## config.mk

```make
export PLATFORM = sky130hd
export DESIGN_NAME = stopwatch_ctrl_flat
export DESIGN_NICKNAME = d
export VERILOG_FILES = /design/src/rtl/stopwatch_ctrl_if.sv /design/src/rtl/stopwatch_ctrl.sv /design/src/flat_wrapper.sv
export SDC_FILE = /design/constraint.sdc
export NUM_CORES = 1
export LEC_CHECK = 0
export ABC_CLOCK_PERIOD_IN_PS = 3750
export BUFFER_PORTS_ARGS = -buffer_cell sky130_fd_sc_hd__buf_2
export CAP_MARGIN = 15
export CORE_UTILIZATION = 45
export CTS_CLUSTER_DIAMETER = 200
export CTS_CLUSTER_SIZE = 16
export DETAILED_ROUTE_END_ITERATION = 7
export PLACE_DENSITY_LB_ADDON = 0.05
export SYNTH_ARGS = -nofsm -noshare
export SYNTH_HDL_FRONTEND = slang
export SYNTH_SLANG_ARGS = --single-unit
export TNS_END_PERCENT = 30
```

## constraint.sdc

```tcl
create_clock -name clk -period 3.75 [get_ports clk]
set_input_delay 0.375 -clock clk [delete_from_list [all_inputs] [get_ports clk]]
set_output_delay 0.375 -clock clk [all_outputs]
set_load 0.01 [all_outputs]
```

## src/rtl/stopwatch_ctrl_if.sv

```systemverilog
// Bundle of button, time-base, limit and counter signals shared by the
// stopwatch controller and whatever drives it.
interface stopwatch_ctrl_if;
  logic        tick;
  logic        start_stop;
  logic        clear;
  logic        mode;
  logic        inc;
  logic        lap;
  logic [15:0] limit;
  logic [7:0]  sec_cnt;
  logic [7:0]  min_cnt;
  logic        sec_inc;
  logic        min_inc;
  logic        cnt_clr;
  logic [7:0]  sec_rst_val;
  logic [7:0]  min_rst_val;
  logic [15:0] disp;
  logic [2:0]  state;
  logic        done;

  // Driver side: buttons, time base, limit and counter feedback.
  modport master (
    output tick, start_stop, clear, mode, inc, lap, limit, sec_cnt, min_cnt,
    input  sec_inc, min_inc, cnt_clr, sec_rst_val, min_rst_val, disp, state, done
  );

  // Controller side.
  modport slave (
    input  tick, start_stop, clear, mode, inc, lap, limit, sec_cnt, min_cnt,
    output sec_inc, min_inc, cnt_clr, sec_rst_val, min_rst_val, disp, state, done
  );
endinterface

```

## src/rtl/stopwatch_ctrl.sv

```systemverilog
// Stopwatch control FSM: run/pause/set/done sequencing, increment enables for
// external BCD seconds/minutes counters, limit detection and lap freeze.
module stopwatch_ctrl #(
  parameter logic [7:0] SEC_MAX = 8'h59,
  parameter logic [7:0] MIN_MAX = 8'h59
) (
  input  logic            clk,
  input  logic            rst,
  stopwatch_ctrl_if.slave bus
);

  typedef enum logic [2:0] {
    S_IDLE    = 3'd0,
    S_RUN     = 3'd1,
    S_PAUSE   = 3'd2,
    S_SET_MIN = 3'd3,
    S_SET_SEC = 3'd4,
    S_DONE    = 3'd5
  } state_t;

  state_t      state_q, state_d;
  logic        sec_run_q, sec_run_d;   // seconds step from a tick in RUN
  logic        sec_set_q, sec_set_d;   // seconds step from inc in SET_SEC
  logic        min_set_q, min_set_d;   // minutes step from inc in SET_MIN
  logic        cnt_clr_q, cnt_clr_d;
  logic        freeze_q, freeze_d;
  logic        done_q;
  logic [15:0] disp_q;
  logic        match;

  // A limit with any non-BCD nibble can never equal a real count.
  function automatic logic bcd_valid(input logic [15:0] v);
    return (v[3:0] <= 4'd9) && (v[7:4] <= 4'd9) &&
           (v[11:8] <= 4'd9) && (v[15:12] <= 4'd9);
  endfunction

  assign match = bcd_valid(bus.limit) && ({bus.min_cnt, bus.sec_cnt} == bus.limit);

  // Next-state decode; clear outranks everything, then each state honours
  // start_stop > mode > inc > lap.
  always_comb begin
    state_d   = state_q;
    sec_set_d = 1'b0;
    min_set_d = 1'b0;
    cnt_clr_d = 1'b0;
    freeze_d  = freeze_q;
    // Ticks are taken only in RUN and never once the limit is showing, so
    // the tick that coincides with the move to DONE is dropped.
    sec_run_d = (state_q == S_RUN) && bus.tick && !match && !bus.clear;
    if (bus.clear) begin
      cnt_clr_d = 1'b1;
      state_d   = S_IDLE;
    end else begin
      case (state_q)
        S_IDLE: begin
          if (bus.start_stop)  state_d = S_RUN;
          else if (bus.mode)   state_d = S_SET_MIN;
        end
        S_RUN: begin
          if (match && !sec_run_q)  state_d = S_DONE;
          else if (bus.start_stop)  state_d = S_PAUSE;
          else if (!bus.mode && !bus.inc && bus.lap) freeze_d = !freeze_q;
        end
        S_PAUSE: begin
          if (bus.start_stop)  state_d = S_RUN;
          else if (bus.mode)   state_d = S_SET_MIN;
        end
        S_SET_MIN: begin
          if (bus.mode)        state_d = S_SET_SEC;
          else if (bus.inc)    min_set_d = 1'b1;
        end
        S_SET_SEC: begin
          if (bus.mode)        state_d = S_IDLE;
          else if (bus.inc)    sec_set_d = 1'b1;
        end
        S_DONE: begin
          if (bus.start_stop)  state_d = S_IDLE;
        end
        default:               state_d = S_IDLE;
      endcase
    end
    if (state_d != S_RUN) freeze_d = 1'b0;
  end

  // State and registered outputs; reset also drops any pending increment.
  always_ff @(posedge clk or negedge rst) begin
    if (!rst) begin
      state_q   <= S_IDLE;
      sec_run_q <= 1'b0;
      sec_set_q <= 1'b0;
      min_set_q <= 1'b0;
      cnt_clr_q <= 1'b0;
      freeze_q  <= 1'b0;
      done_q    <= 1'b0;
      disp_q    <= 16'h0000;
    end else begin
      state_q   <= state_d;
      sec_run_q <= sec_run_d;
      sec_set_q <= sec_set_d;
      min_set_q <= min_set_d;
      cnt_clr_q <= cnt_clr_d;
      freeze_q  <= freeze_d;
      done_q    <= (state_d == S_DONE);
      if (!freeze_q) disp_q <= {bus.min_cnt, bus.sec_cnt};
    end
  end

  // Minutes follow a seconds wrap on the same edge, but only when counting.
  assign bus.sec_inc     = sec_run_q | sec_set_q;
  assign bus.min_inc     = (sec_run_q && (bus.sec_cnt == SEC_MAX)) | min_set_q;
  assign bus.cnt_clr     = cnt_clr_q;
  assign bus.sec_rst_val = SEC_MAX;
  assign bus.min_rst_val = MIN_MAX;
  assign bus.disp        = disp_q;
  assign bus.state       = state_q;
  assign bus.done        = done_q;

endmodule

```

## src/flat_wrapper.sv

```systemverilog
// flat-port wrapper written by rule: the top's interface ports become plain ports
module stopwatch_ctrl_flat 
#(
  parameter logic [7:0] SEC_MAX = 8'h59,
  parameter logic [7:0] MIN_MAX = 8'h59
)
  (clk, rst, bus_tick, bus_start_stop, bus_clear, bus_mode, bus_inc, bus_lap, bus_limit, bus_sec_cnt, bus_min_cnt, bus_sec_inc, bus_min_inc, bus_cnt_clr, bus_sec_rst_val, bus_min_rst_val, bus_disp, bus_state, bus_done);
  stopwatch_ctrl_if bus_i ();
  input  logic clk;
  input  logic rst;
  input wire logic [$bits(bus_i.tick)-1:0] bus_tick;
  input wire logic [$bits(bus_i.start_stop)-1:0] bus_start_stop;
  input wire logic [$bits(bus_i.clear)-1:0] bus_clear;
  input wire logic [$bits(bus_i.mode)-1:0] bus_mode;
  input wire logic [$bits(bus_i.inc)-1:0] bus_inc;
  input wire logic [$bits(bus_i.lap)-1:0] bus_lap;
  input wire logic [$bits(bus_i.limit)-1:0] bus_limit;
  input wire logic [$bits(bus_i.sec_cnt)-1:0] bus_sec_cnt;
  input wire logic [$bits(bus_i.min_cnt)-1:0] bus_min_cnt;
  output wire logic [$bits(bus_i.sec_inc)-1:0] bus_sec_inc;
  output wire logic [$bits(bus_i.min_inc)-1:0] bus_min_inc;
  output wire logic [$bits(bus_i.cnt_clr)-1:0] bus_cnt_clr;
  output wire logic [$bits(bus_i.sec_rst_val)-1:0] bus_sec_rst_val;
  output wire logic [$bits(bus_i.min_rst_val)-1:0] bus_min_rst_val;
  output wire logic [$bits(bus_i.disp)-1:0] bus_disp;
  output wire logic [$bits(bus_i.state)-1:0] bus_state;
  output wire logic [$bits(bus_i.done)-1:0] bus_done;
  assign bus_i.tick = bus_tick;
  assign bus_i.start_stop = bus_start_stop;
  assign bus_i.clear = bus_clear;
  assign bus_i.mode = bus_mode;
  assign bus_i.inc = bus_inc;
  assign bus_i.lap = bus_lap;
  assign bus_i.limit = bus_limit;
  assign bus_i.sec_cnt = bus_sec_cnt;
  assign bus_i.min_cnt = bus_min_cnt;
  assign bus_sec_inc = bus_i.sec_inc;
  assign bus_min_inc = bus_i.min_inc;
  assign bus_cnt_clr = bus_i.cnt_clr;
  assign bus_sec_rst_val = bus_i.sec_rst_val;
  assign bus_min_rst_val = bus_i.min_rst_val;
  assign bus_disp = bus_i.disp;
  assign bus_state = bus_i.state;
  assign bus_done = bus_i.done;
  stopwatch_ctrl #(.SEC_MAX(SEC_MAX), .MIN_MAX(MIN_MAX)) u_core (.clk(clk), .rst(rst), .bus(bus_i));
endmodule
```

==> results.cfg, run 1 <==
[sta]
fmax_mhz = 552
grt_setup_unrepaired = no
tns_ns = 0
post-route-period-util_pct = 48.3
worst_pin_slew_ns = 0.731
slew_headroom_pct = 51.3
skew_ns = 0.00571
whs_ns = 0.0210
hold_violations = 0
setup_viol = 0
slew_violations = 0
min_period_ns = 1.81

[worst_setup_path]
r2r_start = u_core.bus.state[1]$_DFF_PN0_
cp_data_required_time_ns = 3.38
start_kind = flip-flop
critPathMaxFanout = 5
critPathLaunch = u_core.sec_run_q$_DFF_PN0_
critPathCaptureType = output port
critPathMaxStageDelay_ns = 0.43
rrSetupSlack_ns = 2.04
critical_path_arrival_ns = 1.44
critical_path.slowest_cell = dfrtp_1
crit_family = flip-flops
path_cells = nor4bb_1 > a41o_1 > buf_2
crit_buf_inv = 1
path_class = reg -> out

[clock_tree]
clockRootBuffer = clkbuf_4
clk_latency_ns = 0.32
cts_setup_buffers = 0
clock_path_buffers = 2
clkTransAtPathRegs_ns = 0.14
htree_levels = 1
ctsResizeCount = 0
cts_tree = done
cts.sink_count = 25
cts_buffers = 3
ctsHoldBuffers = 0

[floorplanning]
ioPinCount = 79
start_util_pct = 47.7
rows = 20
dieArea_um2 = 3470
die-width_um = 58.9
die_h_um = 58.9
core_um2 = 3050

[synthesis]
yosysMostFrequentCell = dfrtp_1
synth_edf_count = 0
syn-cell-area_um2 = 1460
ys_ff_latch = 25
ys.flop_type = dfrtp_1
async_flop_share_pct = 100
synth_common_cells = dfrtp_1, buf_4, mux2_2, xor2_1, nor4_1
synth_top_area_share_pct = 43.0
yosysSeqAreaShare_pct = 43.0
synthTopCellsByArea = dfrtp_1, mux2_2, buf_4
ys.warnings.count = 0
syn_area_per_cell_um2 = 10.9
synth_area_leader_cell = dfrtp_1
synthDistinctLibCells = 34
netlist_instances = 134

[routing]
firstDrtPassIters = 4
vias = 1152
remaining_drc_errors = 0
via_per_inst = 4.86
routed_wl_um = 3060
wl_per_cell_um = 12.9
antenna_left = 0
drt_iter0_drc = 35

[place]
io_buffers = 62
placed_cells = 233
hpwl_um = 2380
gp_congestion = 0.731
dpl_cell_area_um2 = 1730

[run_status]
status = finished, final reports clean

[global_routing]
grt_pass1_vias = 1014
grt_max_degree = 26
antenna_found_initial = 0
grt_overflow = 0
grt_pass1_wl_um = 4640
grt_use_total_pct = 17.9

[flow_run]
maxCapViolCount = 0

[finish]
final_util_pct = 57.5
final_nets = 234
stdcell_count = 237
syn_to_final_growth_pct = 20.5
fillers = 297
design_area_um2 = 1760
drive_above_1_share_pct = 44.6
antenna_cells = 0

[power]
power.density_nw_per_um2 = 300
vdd_drop_max_mv = 0.146
p_leak_uw = 0.000859

[worst_hold_path]
min_path_type = in -> async
-- stage by stage --
stage / setup WS (ns) / power (uW)
2_1_floorplan: 2.29 / 367
3_3_place_gp: 2.08 / 406
3_5_place_dp: 2.03 / 409
4_1_cts: 1.88 / 531
5_1_grt: 1.80 / 556
6_report: 1.94 / 526
-- registers in the layout, summed over array words and instances (netlist names) --
name,count
u_core.bus.disp,16
u_core.bus.state,3
u_core.bus.cnt_clr,1
u_core.bus.done,1
u_core.freeze_q,1
u_core.min_set_q,1
u_core.sec_run_q,1
u_core.sec_set_q,1
-- worst paths after layout --
kind / cells past startpoint / to
max in group asynchronous: 1 / u_core.bus.disp[14]$_DFFE_PN0N_
hold / removal: 1 / u_core.bus.disp[15]$_DFFE_PN0N_
setup / recovery: 3 / bus_min_inc
setup reg to reg: 5 / u_core.bus.state[1]$_DFF_PN0_
min in group clk: 1 / u_core.bus.cnt_clr$_DFF_PN0_
hold reg to reg: 1 / u_core.bus.disp[13]$_DFFE_PN0N_
-- cell families after synthesis --
family	after synthesis	synth area share, %
multiplexers	16	12.4
XOR/XNOR	16	9.62
AO/OA/AOI/OAI	17	7.82
AND/OR/NAND/NOR	35	16.2
flip-flops	25	43.0
other	2	0.516
buffers and inverters	23	10.6
-- cell type report --
cell class	count	area [um^2]	share of cell area [%]
timing repair buffer	62	310	17.7
inverter	2	7.51	0.428
multi-input combinational	100	729	41.6
sequential	25	626	35.6
clock buffer	3	22.5	1.28
tap	44	55.1	3.14
clock inverter	1	5.00	0.285
-- per-layer routing --
layer  vias to the layer above  wire, um  GRT usage (%)
met1                       530      1420           25.1
met2                        55      1420           28.4
li1                        565         -              -
met4                         0        13           6.12
met5                         -         0              0
met3                         2       208           2.64
-- power breakdown --
part           switching (uW)  internal (uW)
sequential               12.9            282
combinational            58.6           50.6
clock                    82.0           39.9
total                     154            372
-- cell usage in the layout (no fill, tap or decap), drive strengths merged, types with 3 or more instances in the layout --
cell and n:
buf 62, nor4 6, o21ai 5, nand2 3
nor3b 3, a21oi 4, xnor2 4, xor2 12
mux2 16, nor3 3, conb 16, dfrtp 25
nor2 5, clkbuf 3, nand2b 3
Note: power is estimated with default switching activity, not from simulation.
==> inputs of run 2 (changes only) <==
--- a/config.mk
+++ b/config.mk
@@ -5,10 +5,10 @@
 export SDC_FILE = /design/constraint.sdc
 export NUM_CORES = 1
 export LEC_CHECK = 0
-export ABC_CLOCK_PERIOD_IN_PS = 3750
+export ABC_CLOCK_PERIOD_IN_PS = 1490
 export BUFFER_PORTS_ARGS = -buffer_cell sky130_fd_sc_hd__buf_2
 export CAP_MARGIN = 15
-export CORE_UTILIZATION = 45
+export CORE_UTILIZATION = 40
 export CTS_CLUSTER_DIAMETER = 200
 export CTS_CLUSTER_SIZE = 16
 export DETAILED_ROUTE_END_ITERATION = 7
==> constraint.sdc (replaced) <==
create_clock -name clk -period 1.49 [get_ports clk]
set_input_delay 0.149 -clock clk [delete_from_list [all_inputs] [get_ports clk]]
set_output_delay 0.149 -clock clk [all_outputs]
set_load 0.01 [all_outputs]
==> run 2 against run 1 <==
- global-route usage increased by 0.27 points
- register-to-register slack got worse by 2.0 ns
- clock-buffer cell count unchanged
- power increased to 2.6 times the previous value
- worst hold slack improved by 0.021 ns
- cell count increased by 5.5%
- clock power increased by 150%
- sequential share of layout area decreased by 2.1 points
- die area increased by 12%
- clock skew increased by 0.00060 ns
- critical path depth increased by 2
- final area increased by 6.8%
- largest cell class unchanged
- largest power group unchanged
==> results.cfg, run 2 (same netlist as run 1, synthesis figures left out) <==
[routing]
via_per_inst = 4.85
drt_iter0_drc = 26
wl_per_cell_um = 13.2
routed_wl_um = 3290
firstDrtPassIters = 4
antenna_left = 0
remaining_drc_errors = 0
vias = 1213

[finish]
largest_reg_flops = 16
final_common_cell = buf_2
syn_to_final_growth_pct = 28.8
stdcell_count = 250
drive_above_1_share_pct = 49.5
antenna_cells = 0
multi_input_area_um2 = 752
fillers = 351
layout_common_cells = buf_2, dfrtp_1, mux2_2, conb_1, xor2_1
final_nets = 245
seq_area_um2 = 629

[global_routing]
grt_overflow = 0
antenna_found_initial = 0
grt_use_total_pct = 18.2
grt_pass1_vias = 1205
grt_max_degree = 26
grt_pass1_wl_um = 5670

[place]
io_buffers = 62
hpwl_um = 2650
gp_congestion = 0.795
placed_cells = 244

[clock_tree]
clkTransAtPathRegs_ns = 0.14
cts.sink_count = 25
cts_buffers = 3
clock_path_buffers = 2
clk_latency_ns = 0.32
htree_levels = 1
clockRootBuffer = clkbuf_4
cts_tree = done

[worst_hold_path]
min_path_type = in -> reg
hold_depth = 1

[flow_run]
maxCapViolCount = 0

[power]
vdd_drop_max_mv = 0.310
power_uw = 1360
power.density_nw_per_um2 = 725
p_leak_uw = 0.000919

[floorplanning]
die_h_um = 62.3
rows = 21
die-width_um = 62.3
dieArea_um2 = 3890
start_util_pct = 42.6
core_um2 = 3420
ioPinCount = 79

[worst_setup_path]
start_kind = flip-flop
path_cells = nor2b_1 > a2111oi_2 > a41oi_1 > or3_1 > nand2_1
critPathMaxFanout = 7
critPathMaxStageDelay_ns = 0.45
worst-path-stages = 5
crit_buf_inv = 0
reg2reg_depth = 5
critPathCaptureType = flip-flop
critical_path.slowest_cell = dfrtp_2
path_class = reg -> reg
critical_path_arrival_ns = 1.68
crit_family = simple AND/OR/NAND/NOR gates
cp_data_required_time_ns = 1.76

[sta]
grt_setup_unrepaired = yes
fmax_mhz = 707
hold_violations = 0
post-route-period-util_pct = 95.0
whs_ns = 0.0421
slew_headroom_pct = 62.4
worst_pin_slew_ns = 0.564
setup_viol = 0
skew_ns = 0.00631
slew_violations = 0
min_period_ns = 1.42

[run_status]
status = finished, final reports clean
==> run 2: path summary, 6_finish.rpt <==
check                                                 from                         endpoint  slack, ns
min                                              bus_clear     u_core.bus.cnt_clr$_DFF_PN0_       0.04
max in group asynchronous                              rst    u_core.bus.state[1]$_DFF_PN0_       0.76
max                          u_core.bus.state[0]$_DFF_PN0_        u_core.bus.done$_DFF_PN0_       0.07
min reg2reg                u_core.bus.disp[13]$_DFFE_PN0N_  u_core.bus.disp[13]$_DFFE_PN0N_       0.51
min in group asynchronous                              rst  u_core.bus.disp[14]$_DFFE_PN0N_       0.34
max reg2reg                  u_core.bus.state[0]$_DFF_PN0_        u_core.bus.done$_DFF_PN0_       0.07
==> run 2: timing repair <==
action / CTS / global route
setup endpoints to repair: 2 / 5
buffers inserted: 1 / 0
hold buffers: 1 / 0
gates resized for setup: 3 / 5
hold endpoints to repair: 25 / 0
pin swaps: 0 / 2
==> run 2: stage by stage <==
step	worst slack, ns	setup TNS [ns]	area [um^2]	util, %
floorplan	0.0258	0	1510	-
detailed placement	0.0214	0	1800	52.6
finish	0.0750	0	1880	54.9
global placement	0.0267	0	1800	52.6
CTS	0.000857	0	1860	54.4
global route	-0.0407	-0.0746	1880	54.9
==> run 2: worst reg2reg max path: cells and delay by family, from the launching register on <==
family / cells / cell delay [ns]
DFF: 1 / 0.45
AOI/OAI and AO/OA: 2 / 0.42
and+or+nand+nor: 3 / 0.50
==> run 2: cell type report <==
class                      instances  area share (%)
tap                               46            3.07
clock buffer                       3            1.20
multi-input combinational        100            40.1
clock inverter                     1           0.267
timing repair buffer              73            21.4
inverter                           2           0.400
sequential                        25            33.6
==> run 2: where the power goes <==
part	internal (uW)	switching, uW	total [uW]
Clock	100	204	304
Combinational	154	165	320
Sequential	711	24.2	735
Total	966	393	1360
==> run 2: per-layer routing <==
layer  track usage (%)  vias up  part of all wire (%)
met3              2.76        2                   6.3
li1                  -      583                     -
met2              30.1       50                    49
met1              25.4      578                    44
met4              3.49        0                  0.33
met5                 0        -                     0
